**src/rtl/jesd204b_lmfc_sysref_tracker.sv**
```systemverilog
`default_nettype none
// ============================================================================
// Module   : jesd204b_lmfc_sysref_tracker
// Purpose  : Generates the JESD204B local multiframe clock (LMFC) phase in the
//            dclk domain. The phase is aligned to SYSREF rising edges according
//            to cfg_mode, and out-of-phase SYSREF edges are counted.
// Ports    : dclk, rst_n            - device clock, async active-low reset
//            sysref                 - SYSREF level from the pin
//            cfg_mode[1:0]          - 0 off, 1 one-shot, 2 continuous, 3 monitor
//            cfg_arm, err_clr       - one-cycle control pulses
//            o_lmfc                 - LMFC boundary pulse
//            o_lmfc_phase[PH_W-1:0] - dclk position inside the multiframe
//            o_mf_cnt               - wrapping multiframe counter
//            o_aligned              - phase has been set by a SYSREF edge
//            o_sysref_err, o_err_cnt- sticky error flag / saturating count
// Macro    : JESD_SYSREF_SYNC_EN - adds a two-flop synchronizer ahead of the
//            SYSREF sample flop (+2 dclk detection latency).
// Revision : 1.0 - initial release
// ============================================================================
module jesd204b_lmfc_sysref_tracker #(
  parameter  int JESD_F       = 2,
  parameter  int JESD_K       = 32,
  parameter  int DCLK_DIV     = 4,
  parameter  int MF_CNT_WIDTH = 8,
  localparam int P            = JESD_F * JESD_K / DCLK_DIV,
  localparam int PH_W         = $clog2(P)
) (
  input  logic                    dclk,
  input  logic                    rst_n,
  input  logic                    sysref,
  input  logic [1:0]              cfg_mode,
  input  logic                    cfg_arm,
  input  logic                    err_clr,
  output logic                    o_lmfc,
  output logic [PH_W-1:0]         o_lmfc_phase,
  output logic [MF_CNT_WIDTH-1:0] o_mf_cnt,
  output logic                    o_aligned,
  output logic                    o_sysref_err,
  output logic [7:0]              o_err_cnt
);

  generate
    if (((JESD_F * JESD_K) % DCLK_DIV) != 0 || P < 2) begin : g_bad_p
      $error("JESD_F*JESD_K/DCLK_DIV must be an integer >= 2");
    end
  endgenerate

  localparam logic [1:0]      ST_IDLE      = 2'd0;
  localparam logic [1:0]      ST_ARMED     = 2'd1;
  localparam logic [1:0]      ST_LOCKED    = 2'd2;
  localparam logic [1:0]      MODE_OFF     = 2'd0;
  localparam logic [1:0]      MODE_ONESHOT = 2'd1;
  localparam logic [1:0]      MODE_CONT    = 2'd2;
  localparam logic [PH_W-1:0] PH_LAST      = PH_W'(P - 1);

  // --------------------------------------------------------------------------
  // SYSREF front end
  // --------------------------------------------------------------------------
  logic sysref_in;

`ifdef JESD_SYSREF_SYNC_EN
  localparam int FILL_W = 4;
  logic [1:0] sync_q, sync_d;

  always_comb sync_d = {sync_q[0], sysref};

  always_ff @(posedge dclk or negedge rst_n) begin
    if (!rst_n) sync_q <= '0;
    else        sync_q <= sync_d;
  end

  assign sysref_in = sync_q[1];
`else
  localparam int FILL_W = 2;
  assign sysref_in = sysref;
`endif

  logic              sample_q, sample_d;
  logic              prev_q, prev_d;
  // Fill marker: the edge detector is only trusted once every stage between
  // the pin and prev_q holds a real post-reset sample. Otherwise SYSREF held
  // high through reset would look like a rising edge against the reset zeros.
  logic [FILL_W-1:0] fill_q, fill_d;
  logic              edge_det;

  always_comb begin
    sample_d = sysref_in;
    prev_d   = sample_q;
    fill_d   = {fill_q[FILL_W-2:0], 1'b1};
  end

  always_ff @(posedge dclk or negedge rst_n) begin
    if (!rst_n) begin
      sample_q <= 1'b0;
      prev_q   <= 1'b0;
      fill_q   <= '0;
    end else begin
      sample_q <= sample_d;
      prev_q   <= prev_d;
      fill_q   <= fill_d;
    end
  end

  assign edge_det = sample_q & ~prev_q & fill_q[FILL_W-1];

  // --------------------------------------------------------------------------
  // Capture state machine
  // --------------------------------------------------------------------------
  logic [1:0] state_q, state_d;
  logic       capture;   // first alignment from ARMED
  logic       reload;    // continuous-mode realignment while LOCKED

  always_ff @(posedge dclk or negedge rst_n) begin
    if (!rst_n) state_q <= ST_IDLE;
    else        state_q <= state_d;
  end

  always_comb begin
    state_d = state_q;
    if (cfg_mode == MODE_OFF) begin
      state_d = ST_IDLE;
    end else begin
      case (state_q)
        ST_IDLE:   state_d = ST_ARMED;
        ST_ARMED:  if (edge_det) state_d = ST_LOCKED;
        // An edge coinciding with cfg_arm is not consumed: we go back to
        // ARMED and wait for the next edge.
        ST_LOCKED: if (cfg_mode == MODE_ONESHOT && cfg_arm) state_d = ST_ARMED;
        default:   state_d = ST_IDLE;
      endcase
    end
  end

  always_comb begin
    capture = (state_q == ST_ARMED) && (cfg_mode != MODE_OFF) && edge_det;
    reload  = (state_q == ST_LOCKED) && (cfg_mode == MODE_CONT) && edge_det;
  end

  // --------------------------------------------------------------------------
  // Phase / multiframe counters, alignment and error tracking
  // --------------------------------------------------------------------------
  logic [PH_W-1:0]         phase_q, phase_d;
  logic [MF_CNT_WIDTH-1:0] mf_cnt_q, mf_cnt_d;
  logic                    aligned_q, aligned_d;
  logic                    err_q, err_d;
  logic [7:0]              err_cnt_q, err_cnt_d;
  logic                    out_of_phase;

  always_comb begin
    out_of_phase = edge_det && aligned_q && (cfg_mode != MODE_OFF) &&
                   (phase_q != PH_LAST);

    if (phase_q == PH_LAST) begin
      phase_d  = '0;
      mf_cnt_d = mf_cnt_q + MF_CNT_WIDTH'(1);
    end else begin
      phase_d  = phase_q + PH_W'(1);
      mf_cnt_d = mf_cnt_q;
    end

    if (capture) begin
      phase_d  = '0;
      mf_cnt_d = '0;
    end else if (reload) begin
      // A continuous-mode reload starts a new multiframe, so the count
      // advances exactly as on a natural wrap; an in-phase edge is invisible.
      phase_d  = '0;
      mf_cnt_d = mf_cnt_q + MF_CNT_WIDTH'(1);
    end

    aligned_d = aligned_q;
    if (cfg_mode == MODE_OFF) aligned_d = 1'b0;
    else if (capture)         aligned_d = 1'b1;

    // Clear first, then count, so a clear coinciding with an error leaves 1.
    err_d     = err_q;
    err_cnt_d = err_cnt_q;
    if (err_clr) begin
      err_d     = 1'b0;
      err_cnt_d = '0;
    end
    if (out_of_phase) begin
      err_d = 1'b1;
      if (err_cnt_d != 8'hFF) err_cnt_d = err_cnt_d + 8'd1;
    end
  end

  always_ff @(posedge dclk or negedge rst_n) begin
    if (!rst_n) begin
      phase_q   <= '0;
      mf_cnt_q  <= '0;
      aligned_q <= 1'b0;
      err_q     <= 1'b0;
      err_cnt_q <= '0;
    end else begin
      phase_q   <= phase_d;
      mf_cnt_q  <= mf_cnt_d;
      aligned_q <= aligned_d;
      err_q     <= err_d;
      err_cnt_q <= err_cnt_d;
    end
  end

  assign o_lmfc       = (phase_q == '0) && aligned_q;
  assign o_lmfc_phase = phase_q;
  assign o_mf_cnt     = mf_cnt_q;
  assign o_aligned    = aligned_q;
  assign o_sysref_err = err_q;
  assign o_err_cnt    = err_cnt_q;

endmodule
`default_nettype wire

```
**config.mk**
```make
export PLATFORM = sky130hd
export DESIGN_NAME = jesd204b_lmfc_sysref_tracker
export DESIGN_NICKNAME = d
export VERILOG_FILES = /design/src/rtl/jesd204b_lmfc_sysref_tracker.sv
export SDC_FILE = /design/constraint.sdc
export NUM_CORES = 1
export LEC_CHECK = 0
export CAP_MARGIN = 20
export CORE_MARGIN = 5
export CORE_UTILIZATION = 49
export CTS_CLUSTER_SIZE = 8
export DETAILED_ROUTE_END_ITERATION = 10
export PLACE_DENSITY = 0.77
export SLEW_MARGIN = 20
export SYNTH_ARGS = -nofsm -noshare
export SYNTH_HDL_FRONTEND = slang
export SYNTH_SLANG_ARGS = --single-unit
```
**constraint.sdc**
```tcl
create_clock -name dclk -period 4.3 [get_ports dclk]
set_input_delay 0.86 -clock dclk [delete_from_list [all_inputs] [get_ports dclk]]
set_output_delay 0.86 -clock dclk [all_outputs]
set_load 0.03 [all_outputs]
```
==> results of run 1 <==
==> final cells by class <==
class,instances,share of cell area
inverters,7,0.0148
clock inverters,1,0.0169
well taps,31,0.0218
multi-input cells,99,0.371
clock buffers,3,0.0127
flip-flops and latches,28,0.395
repair buffers,30,0.168
==> routing by layer <==
| metal | global-route usage | wire [µm] | up-vias |
|---|---|---|---|
| met5 | 0 | 0 | - |
| met4 | 0.0701 | 42 | 0 |
| met3 | 0.0355 | 124 | 4 |
| met2 | 0.255 | 1440 | 21 |
| met1 | 0.187 | 1240 | 520 |
| li1 | - | - | 540 |
==> how the worst max path moves through the flow <==
stage | start | to | slack, ns | depth (start not counted)
2_1_floorplan | o_lmfc_phase[0]$_DFF_PN0_ | o_lmfc | 2.00 | 4
3_3_place_gp | cfg_mode[0] | o_mf_cnt[5]$_DFFE_PN0P_ | 1.58 | 5
3_5_place_dp | cfg_mode[0] | o_mf_cnt[5]$_DFFE_PN0P_ | 1.53 | 5
4_1_cts | o_lmfc_phase[0]$_DFF_PN0_ | o_lmfc | 1.57 | 5
5_1_grt | o_lmfc_phase[0]$_DFF_PN0_ | o_lmfc | 1.45 | 5
6_report | o_lmfc_phase[0]$_DFF_PN0_ | o_lmfc | 1.59 | 5
==> worst max-delay path, cell delays in order, from the launching register on <==
cell and delay, ns:
sky130_fd_sc_hd__dfrtp_1 0.45, sky130_fd_sc_hd__inv_1 0.07, sky130_fd_sc_hd__ha_1 0.13, sky130_fd_sc_hd__nand2_1 0.04
sky130_fd_sc_hd__nor3_1 0.12, sky130_fd_sc_hd__clkdlybuf4s50_1 0.69
==> cell families (layout without fill, tap and decap cells) <==
| group | Yosys count | count (layout) | synth area share |
|---|---|---|---|
| and+or+nand+nor | 62 | 62 | 0.239 |
| other | 1 | 1 | 0.00268 |
| buffers and inverters | 10 | 41 | 0.0269 |
| adders and majority gates | 3 | 3 | 0.0269 |
| muxes | 9 | 9 | 0.0645 |
| DFF | 28 | 28 | 0.501 |
| xor gates and xnor gates | 3 | 3 | 0.0188 |
| AOI/OAI and AO/OA | 21 | 21 | 0.120 |
==> sequential cells by signal, indices dropped and copies added (netlist names) <==
register	flops
fill_q	2
o_aligned	1
o_err_cnt	8
o_lmfc_phase	4
o_mf_cnt	8
o_sysref_err	1
prev_d	1
prev_q	1
state_q	2
==> power by group through the flow <==
stage	registers [mW]	logic (mW)	clock network (mW)
final	0.361	0.300	0.180
after global routing	0.373	0.330	0.196
after CTS	0.361	0.306	0.181
after detailed placement	0.366	0.305	0
after global placement	0.364	0.299	0
after floorplan	0.436	0.108	0
==> metrics by stage <==
stage / total power [mW] / instances
after CTS: 0.848 / 199
after global routing: 0.898 / 199
after floorplan: 0.544 / 137
after detailed placement: 0.672 / 195
after global placement: 0.662 / 195
final: 0.840 / 199
==> cells in the final DEF (no fill, tap or decap), types with 6 or more instances in the layout <==
| master | instances |
|---|---|
| sky130_fd_sc_hd__a21oi_1 | 6 |
| sky130_fd_sc_hd__nor2_1 | 10 |
| sky130_fd_sc_hd__clkdlybuf4s50_1 | 29 |
| sky130_fd_sc_hd__mux2i_1 | 9 |
| sky130_fd_sc_hd__inv_1 | 7 |
| sky130_fd_sc_hd__nand2_1 | 15 |
| sky130_fd_sc_hd__nand2b_1 | 11 |
| sky130_fd_sc_hd__dfrtp_1 | 28 |
==> impl_results.md, run 1 <==
* Clock Power Share at 0.214
* Design internal power at 0.530 mW
* HPWL after detailed placement at 2110 µm
* Total routed wirelength at 2840 µm
* Terminus of the critical flop-to-flop path: o_err_cnt[5]$_DFF_PN0_
* Number of cell rows at 19
* Post-Syn Nets at between 100 and 150
* Nature of the critical path startpoint: flip-flop
* Register area share after synthesis at 0.501
* Number of clock buffers inserted by TritonCTS at 3
* Sequential fraction of design power at 0.429
* Post-synthesis cell area at roughly 1400 µm²
* Most common flop cell mapped by yosys: sky130_fd_sc_hd__dfrtp_1
* Register-to-register path setup slack at 2.35 ns
* Sequential cell area in the final layout at 701 µm²
* Endpoints failing hold at 0
* Critical path data arrival time at 1.85 ns
* Final setup slack of the worst path at 1.59 ns
* Total number of H-tree levels at 1
* Average footprint of a synthesized cell at 10.2 µm²
* Max frequency at 369 MHz
* Library cells used by synthesis at 34
* Count of final setup violators at 0
* Cells on worst reg2reg path at 5
* Total negative setup slack at 0 ns
* Root Buffer: sky130_fd_sc_hd__clkbuf_4
* Pre-CTS setup slack at 1.53 ns
* Vertical die dimension at roughly 63 µm
* Drt first-iter violations at 92
* Area of the multi-input gates at 659 µm²
* Cell leakage power at 0.746 nW
* Most used standard cells in the synthesized netlist: 28 x sky130_fd_sc_hd__dfrtp_1, 15 x sky130_fd_sc_hd__nand2_1, 11 x sky130_fd_sc_hd__nand2b_1
* Number of ports placed on the die boundary at 30
* Kind of path behind the tightest hold check: flip-flop to flip-flop
* Cell type with the largest total area after synthesis: sky130_fd_sc_hd__dfrtp_1
* Drt wl/cell at 14.3 µm
* Die boundary width at 63.4 µm
* Clock skew at 0.0124 ns
* Critical Path RT at 3.44 ns
* Net load switching power at between 0.3 and 0.4 mW
* Final Max Slew Viols at 0
* Total via count in the routed design at 1085
* Number of enable-type register cells in the synthesized netlist at 0
* Fraction of final layout cells with drive strength greater than 1 at 0.0417
* Via density at between 5 and 6
* Startpoint-to-endpoint class of the critical path: flip-flop to output port
* Post-route cell area at 1780 µm²
* Top cell type's share of synthesized area at 0.501
* Result of the run: complete, no violations
* Max rail drop VDD at 0.000436 V
* Post-route DRC at 0
* Post-route antenna net violation count at 0
* Clock transition at the register clock pins on the worst setup and hold paths after CTS at 0.17 ns
* Count of mapped cells out of synthesis at 137
* Count leader, synth: sky130_fd_sc_hd__dfrtp_1
* RSZ-0062 raised after global routing: no
* Routability Congestion at 0.815
* Number of buffers added to fix hold violations after cts at 0
* Largest net degree at the start of global routing at 29
* Number of buffers on the longest clock path at 2
* Number of buffers added on ports at 29
* Hold endpoint: fill_q[1]$_DFF_PN0_
* Critical path fanouts, max at 5
* FF+latch count, synth at 28
* Synthesis Warnings at 0
* MaxCap Viol Count at 0
* Logic pwr share at 0.357
* Net count of the finished layout at 179
* Remaining global-route overflow at 0
* Floorplan die area at ~4000 µm²
* Post CTS Setup Buffer Count at 0
* Clock sink count at 28
* Most area-consuming cells after synthesis: sky130_fd_sc_hd__dfrtp_1 50%, sky130_fd_sc_hd__mux2i_1 6.4%, sky130_fd_sc_hd__nand2b_1 4.9%
* Vias in the first global route at ~1100
* Number of filler cells placed in the layout at 230
* Fin crit share at 0.629
* Post-route core utilization at 0.649
* GR Util All Layers at 0.154
* Clock tree from TritonCTS: done
* Time the worst path needs with I/O delays and setup at 2.71 ns
* Clock latency on the worst-skew pair at 0.34 ns
* Kind of end point of the critical path: output port
* Antenna cell count at 0
* First drt pass iteration count at 4
* Syn-to-layout area delta at 27.0%
* Worst reg2reg startpoint: o_lmfc_phase[0]$_DFF_PN0_
* Worst Hold Slack at 0.371 ns
* Starting Density at 0.511
* Power per cell area at 473 nW/µm²
* Fraction of synthesis flops using an asynchronous set or reset pin at 1.00
* Worst hold path depth at 0
* Antenna violations before repair at 0
* Core footprint at 2730 µm²
* Gates resized, CTS repair at 0
* Placed Instance Area at 1720 µm²
* First-pass GRT wire length at 4920 µm
* Share of total power consumed by net switching at 0.369
* Start point of the worst min-delay path: fill_q[0]$_DFF_PN0_
Note: power is estimated with default switching activity, not from simulation.
==> inputs of run 2 (changes only) <==
CORE_UTILIZATION = 45   (was 49)
PLACE_DENSITY = 0.75   (was 0.77)
clock period = 2.2 ns   (was 4.3 ns; I/O delays follow)
==> run 2 against run 1 <==
  * Combinational power grew 100%
  * Setup slack lost 1.4 ns
  * Non-clock buffer count grew 3
  * Critical path depth is the same
  * Final cell count grew 8.0%
  * Clock-buffer cell count grew 1
  * First-iteration DRC count shrank 43%
  * Register-to-register slack lost 2.0 ns
  * Sequential cell count is the same
==> impl_results.md, run 2 (same netlist as run 1, synthesis figures left out) <==
* Result of the run: complete, no violations
* Startpoint-to-endpoint class of the critical path: flip-flop to output port
* Critical Path RT at approximately 1.8 ns
* HPWL after detailed placement at 2310 µm
* Worst reg2reg startpoint: state_q[1]$_DFFE_PN0P_
* Time the worst path needs with I/O delays and setup at 2.02 ns
* RSZ-0062 raised after global routing: no
* Kind of end point of the critical path: output port
* Layout Cells excl Fill at 215
* Count of final setup violators at 0
* Antenna cell count at 0
* MaxCap Viol Count at 0
* Floorplan die area at 4320 µm²
* Critical path depth at 5
* Commonest cells after routing, fill and taps aside: 28 x sky130_fd_sc_hd__dfrtp_1, 28 x sky130_fd_sc_hd__clkdlybuf4s50_1, 15 x sky130_fd_sc_hd__nand2_1, 11 x sky130_fd_sc_hd__nand2b_1, 10 x sky130_fd_sc_hd__nor2_1
* Post CTS Setup Buffer Count at 0
* First drt pass iteration count at 4
* GR Util All Layers at 0.160
* Net count of the finished layout at around 180
* Cells on worst reg2reg path at 4
* Final setup slack of the worst path at about 0.18 ns
* Met1 usage at 0.178
* Starting Density at 0.462
* Fraction of final layout cells with drive strength greater than 1 at 0.0585
* Remaining global-route overflow at 0
* Pre-CTS setup slack at -0.157 ns
* Post-layout power at 1.57 mW
* Critical path buffers and inverters at 2
* Clock tree from TritonCTS: done
* Critical-path top delay cell: sky130_fd_sc_hd__dfrtp_1
* Critical path data arrival time at 1.58 ns
* Cell leakage power at 0.757 nW
* Core footprint at 3030 µm²
* Critical path fanouts, max at 5
* Clock latency on the worst-skew pair at ~0.32 ns
* Clock transition at the register clock pins on the worst setup and hold paths after CTS at 0.15 ns
* Drt first-iter violations at 52
* Fin crit share at 0.920
* Terminus of the critical flop-to-flop path: o_mf_cnt[5]$_DFFE_PN0P_
* Total number of H-tree levels at 1
* Placed Cells at 211
* Vertical die dimension at 65.7 µm
* Stage delay of the slowest cell on the critical path at 0.45 ns
* Routability Congestion at a little over 0.8
* Number of buffers on the longest clock path at 2
* Post-route antenna net violation count at 0
* Max frequency at approximately 490 MHz
* Cells along the critical path: inv_1 > ha_1 > nand2_1 > nor3_1 > dlygate4sd2_1
* Number of ports placed on the die boundary at 30
* Post-route DRC at 0
* Nature of the critical path startpoint: flip-flop
* Number of buffers added on ports at 29
* Number of clock buffers inserted by TritonCTS at 3
* Total negative setup slack at 0 ns
* Power per cell area at 871 nW/µm²
* Highest-utilization routing layer at the global route stage: met2
* Register-to-register path setup slack at around 0.35 ns
* Clock skew at 0.00297 ns
* Die boundary width at 65.7 µm
* Termination of the worst setup path: o_lmfc
* Via density at 5.22
* Vias in the first global route at roughly 1200
* Syn-to-layout area delta at 28.6%
* Worst path top cell family by delay: buffers and inverters
* Largest net degree at the start of global routing at 29
* Critical path startpoint: o_lmfc_phase[0]$_DFF_PN0_
* Final Max Slew Viols at 0
* Clock sink count at 28
* Total via count in the routed design at ~1100
* Drt wl/cell at about 14 µm
* Met3 Track Usage GR at 0.0359
* Antenna violations before repair at 0
* GR Util met2 at 0.302
* Kind of path behind the tightest hold check: flip-flop to flip-flop
* Root Buffer: sky130_fd_sc_hd__clkbuf_4
* First-pass GRT wire length at 5420 µm
* Total routed wirelength at 2990 µm
* Max rail drop VDD at 0.000678 V
* Number of cell rows at 20
* Endpoints failing hold at 0
* Post-route core utilization at 0.593
-- run 2: where the power goes --
part	internal, mW	total (mW)	switching, mW
clock network	0.101	0.251	0.149
registers	0.601	0.708	0.108
logic	0.257	0.606	0.349
-- run 2: stage by stage --
step | area, µm² | hold slack, ns
2_1_floorplan | 1400 | 0.144
6_report | 1800 | 0.367
5_1_grt | 1800 | 0.386
4_1_cts | 1800 | 0.371
3_3_place_gp | 1760 | 0.332
3_5_place_dp | 1760 | 0.337
-- run 2: area by class of cell --
class                           instances  area [µm²]
Inverter                                7        26.3
Clock buffer                            4        36.3
Tap cell                               44        55.1
Fill cell                             251        1230
Timing Repair Buffer                   33         319
Sequential cell                        28         701
Multi-Input combinational cell         99         659
-- run 2: how the worst min path moves through the flow --
stage / depth (start not counted) / to / slack [ns] / from
final: 0 / fill_q[1]$_DFF_PN0_ / 0.37 / fill_q[0]$_DFF_PN0_
after global routing: 0 / fill_q[1]$_DFF_PN0_ / 0.39 / fill_q[0]$_DFF_PN0_
after CTS: 0 / fill_q[1]$_DFF_PN0_ / 0.37 / fill_q[0]$_DFF_PN0_
after detailed placement: 0 / fill_q[1]$_DFF_PN0_ / 0.34 / fill_q[0]$_DFF_PN0_
after global placement: 0 / fill_q[1]$_DFF_PN0_ / 0.33 / fill_q[0]$_DFF_PN0_
after floorplan: 0 / fill_q[0]$_DFF_PN0_ / 0.14 / rst_n
-- run 2: repair_timing --
item	in CTS	in global routing
setup endpoints to repair	1	0
hold buffers	0	0
gates resized for setup	1	0
-- run 2: worst reg2reg max path: stages, from the launching register on --
cell,delay (ns)
sky130_fd_sc_hd__dfrtp_1,0.44
sky130_fd_sc_hd__or3b_1,0.38
sky130_fd_sc_hd__a211o_4,0.38
sky130_fd_sc_hd__a2111oi_4,0.36
sky130_fd_sc_hd__mux2i_1,0.22
-- run 2: routing by layer --
metal | share of wire | vias up
met5 | 0 | -
met4 | 0.0064 | 0
met3 | 0.049 | 2
met2 | 0.54 | 31
met1 | 0.40 | 542
li1 | - | 547
==> inputs of run 3 (changes only) <==
CELL_PAD_IN_SITES_DETAIL_PLACEMENT = 0   (was unset)
CELL_PAD_IN_SITES_GLOBAL_PLACEMENT = 2   (was unset)
CORE_UTILIZATION = 28   (was 45)
PLACE_DENSITY = unset   (was 0.75)
PLACE_DENSITY_LB_ADDON = 0.1   (was unset)
==> run 3 against run 2 <==
  * Setup slack better by 0.042 ns
  * Critical path depth stayed put
  * Largest cell class unchanged
  * Worst hold slack worse by 0.0079 ns
  * Sequential share of layout area is 1.6 points lower
==> impl_results.md, run 3 (same netlist as run 1, synthesis figures left out) <==
* Result of the run: complete, no violations
* Time the worst path needs with I/O delays and setup at ~2 ns
* Via density at 4.60
* Remaining global-route overflow at 0
* Pre-CTS setup slack at -0.0740 ns
* Antenna violations before repair at 0
* Number of ports placed on the die boundary at 30
* Total negative setup slack at 0 ns
* Post-route antenna net violation count at 0
* Drt wl/cell at roughly 14 µm
* Core footprint at 4790 µm²
* Critical Path RT at 2.40 ns
* Largest net degree at the start of global routing at 29
* MaxCap Viol Count at 0
* Syn-to-layout area delta at 34.0%
* Power per cell area at 850 nW/µm²
* Count of final setup violators at 0
* Worst Hold Slack at between 0.3 and 0.4 ns
* Critical path fanouts, max at 4
* Drt first-iter violations at 69
* Clock transition at the register clock pins on the worst setup and hold paths after CTS at 0.09 ns
* HPWL after detailed placement at between 2000 and 2500 µm
* Total via count in the routed design at 1108
* Number of buffers added on ports at 29
* Post-layout power at 1.59 mW
* Critical path data arrival time at 2.18 ns
* Starting Density at 0.292
* Max frequency at 505 MHz
* Antenna cell count at 0
* Post-route core utilization at 0.391
* Placed Cells at 238
* Floorplan die area at 6500 µm²
* Cell leakage power at 0.782 nW
* Design internal power at 0.984 mW
* Post-route cell area at 1870 µm²
* GR Util All Layers at 0.113
* Max rail drop VDD at 0.000616 V
* Kind of end point of the critical path: flip-flop
* Vias in the first global route at 1128
* Commonest cells after routing, fill and taps aside: 28 x sky130_fd_sc_hd__dfrtp_1, 28 x sky130_fd_sc_hd__clkdlybuf4s50_1, 15 x sky130_fd_sc_hd__nand2_1, 11 x sky130_fd_sc_hd__nand2b_1, 10 x sky130_fd_sc_hd__nor2_1
* Total routed wirelength at 3280 µm
* Clock tree from TritonCTS: done
* Fin crit share at 0.900
* Sequential cell area in the final layout at between 700 and 800 µm²
* Number of cell rows at 25
* Clock skew at about 0.0028 ns
* Placed Instance Area at approximately 1800 µm²
* Endpoints failing hold at 0
* Number of filler cells placed in the layout at 496
* Startpoint-to-endpoint class of the critical path: input pin to flip-flop
* Total number of H-tree levels at 1
* Final setup slack of the worst path at 0.219 ns
* Root Buffer: sky130_fd_sc_hd__clkbuf_8
* Register-to-register path setup slack at 0.41 ns
* Clock latency on the worst-skew pair at between 0.2 and 0.3 ns
* Die boundary width at 80.7 µm
* Area of the multi-input gates at 659 µm²
* Kind of path behind the tightest hold check: flip-flop to flip-flop
* Layout Cells excl Fill at 241
* Net load switching power at 0.607 mW
* Net count of the finished layout at 186
* First drt pass iteration count at 4
* Post CTS Setup Buffer Count at 0
* Share of total power consumed by net switching at 0.382
* Logic pwr share at 0.380
* Number of clock buffers inserted by TritonCTS at 3
* Nature of the critical path startpoint: input pin
* Final Max Slew Viols at 0
* Clock Power Share at 0.176
* Routability Congestion at roughly 0.76
* Post-route DRC at 0
* Clock sink count at 28
* RSZ-0062 raised after global routing: no
* Sequential fraction of design power at 0.445
* Number of buffers on the longest clock path at 2
* First-pass GRT wire length at ~5700 µm
* Fraction of final layout cells with drive strength greater than 1 at 0.0747
* Vertical die dimension at 80.7 µm
==> run 3: path summary, 6_finish.rpt <==
check,startpoint,cells after the start,endpoint
max,cfg_mode[0],5,o_mf_cnt[5]$_DFFE_PN0P_
min,fill_q[0]$_DFF_PN0_,0,fill_q[1]$_DFF_PN0_
max reg2reg,state_q[1]$_DFFE_PN0P_,4,o_mf_cnt[5]$_DFFE_PN0P_
min reg2reg,fill_q[0]$_DFF_PN0_,0,fill_q[1]$_DFF_PN0_
max in group asynchronous,rst_n,2,o_err_cnt[4]$_DFF_PN0_
min in group asynchronous,rst_n,2,o_aligned$_DFFE_PN0P_
==> run 3: power by group through the flow <==
stage	Sequential (mW)	Clock (mW)	Combinational (mW)
after global placement	0.719	0	0.608
after detailed placement	0.720	0	0.614
after CTS	0.711	0.297	0.617
after global routing	0.732	0.315	0.663
final	0.708	0.280	0.605
after floorplan	0.852	0	0.212
==> run 3: area by class of cell <==
class / count / share of cell area
sequential: 28 / 0.374
multi-input combinational: 99 / 0.352
timing repair buffer: 37 / 0.193
tap: 67 / 0.0448
clock buffer: 3 / 0.0220
inverter: 7 / 0.0140
==> run 3: layer usage <==
layer / up-vias / global-route usage / part of all wire / wire length, µm
met2: 14 / 0.168 / 0.43 / 1420
met3: 2 / 0.0303 / 0.043 / 140
met5: - / 0 / 0 / 0
li1: 556 / - / - / -
met1: 536 / 0.160 / 0.52 / 1700
met4: 0 / 0.0304 / 0.0058 / 19
==> run 3: critical path, cell delays in order <==
cell	delay, ns
sky130_fd_sc_hd__clkdlybuf4s50_1	0.41
sky130_fd_sc_hd__or3b_1	0.39
sky130_fd_sc_hd__a211o_4	0.37
sky130_fd_sc_hd__a2111oi_4	0.36
sky130_fd_sc_hd__mux2i_1	0.21
==> run 3: repair_timing <==
| action | CTS | global route |
|---|---|---|
| setup endpoints to repair | 1 | 0 |
| gates resized for setup | 1 | 0 |
| hold buffers | 0 | 0 |
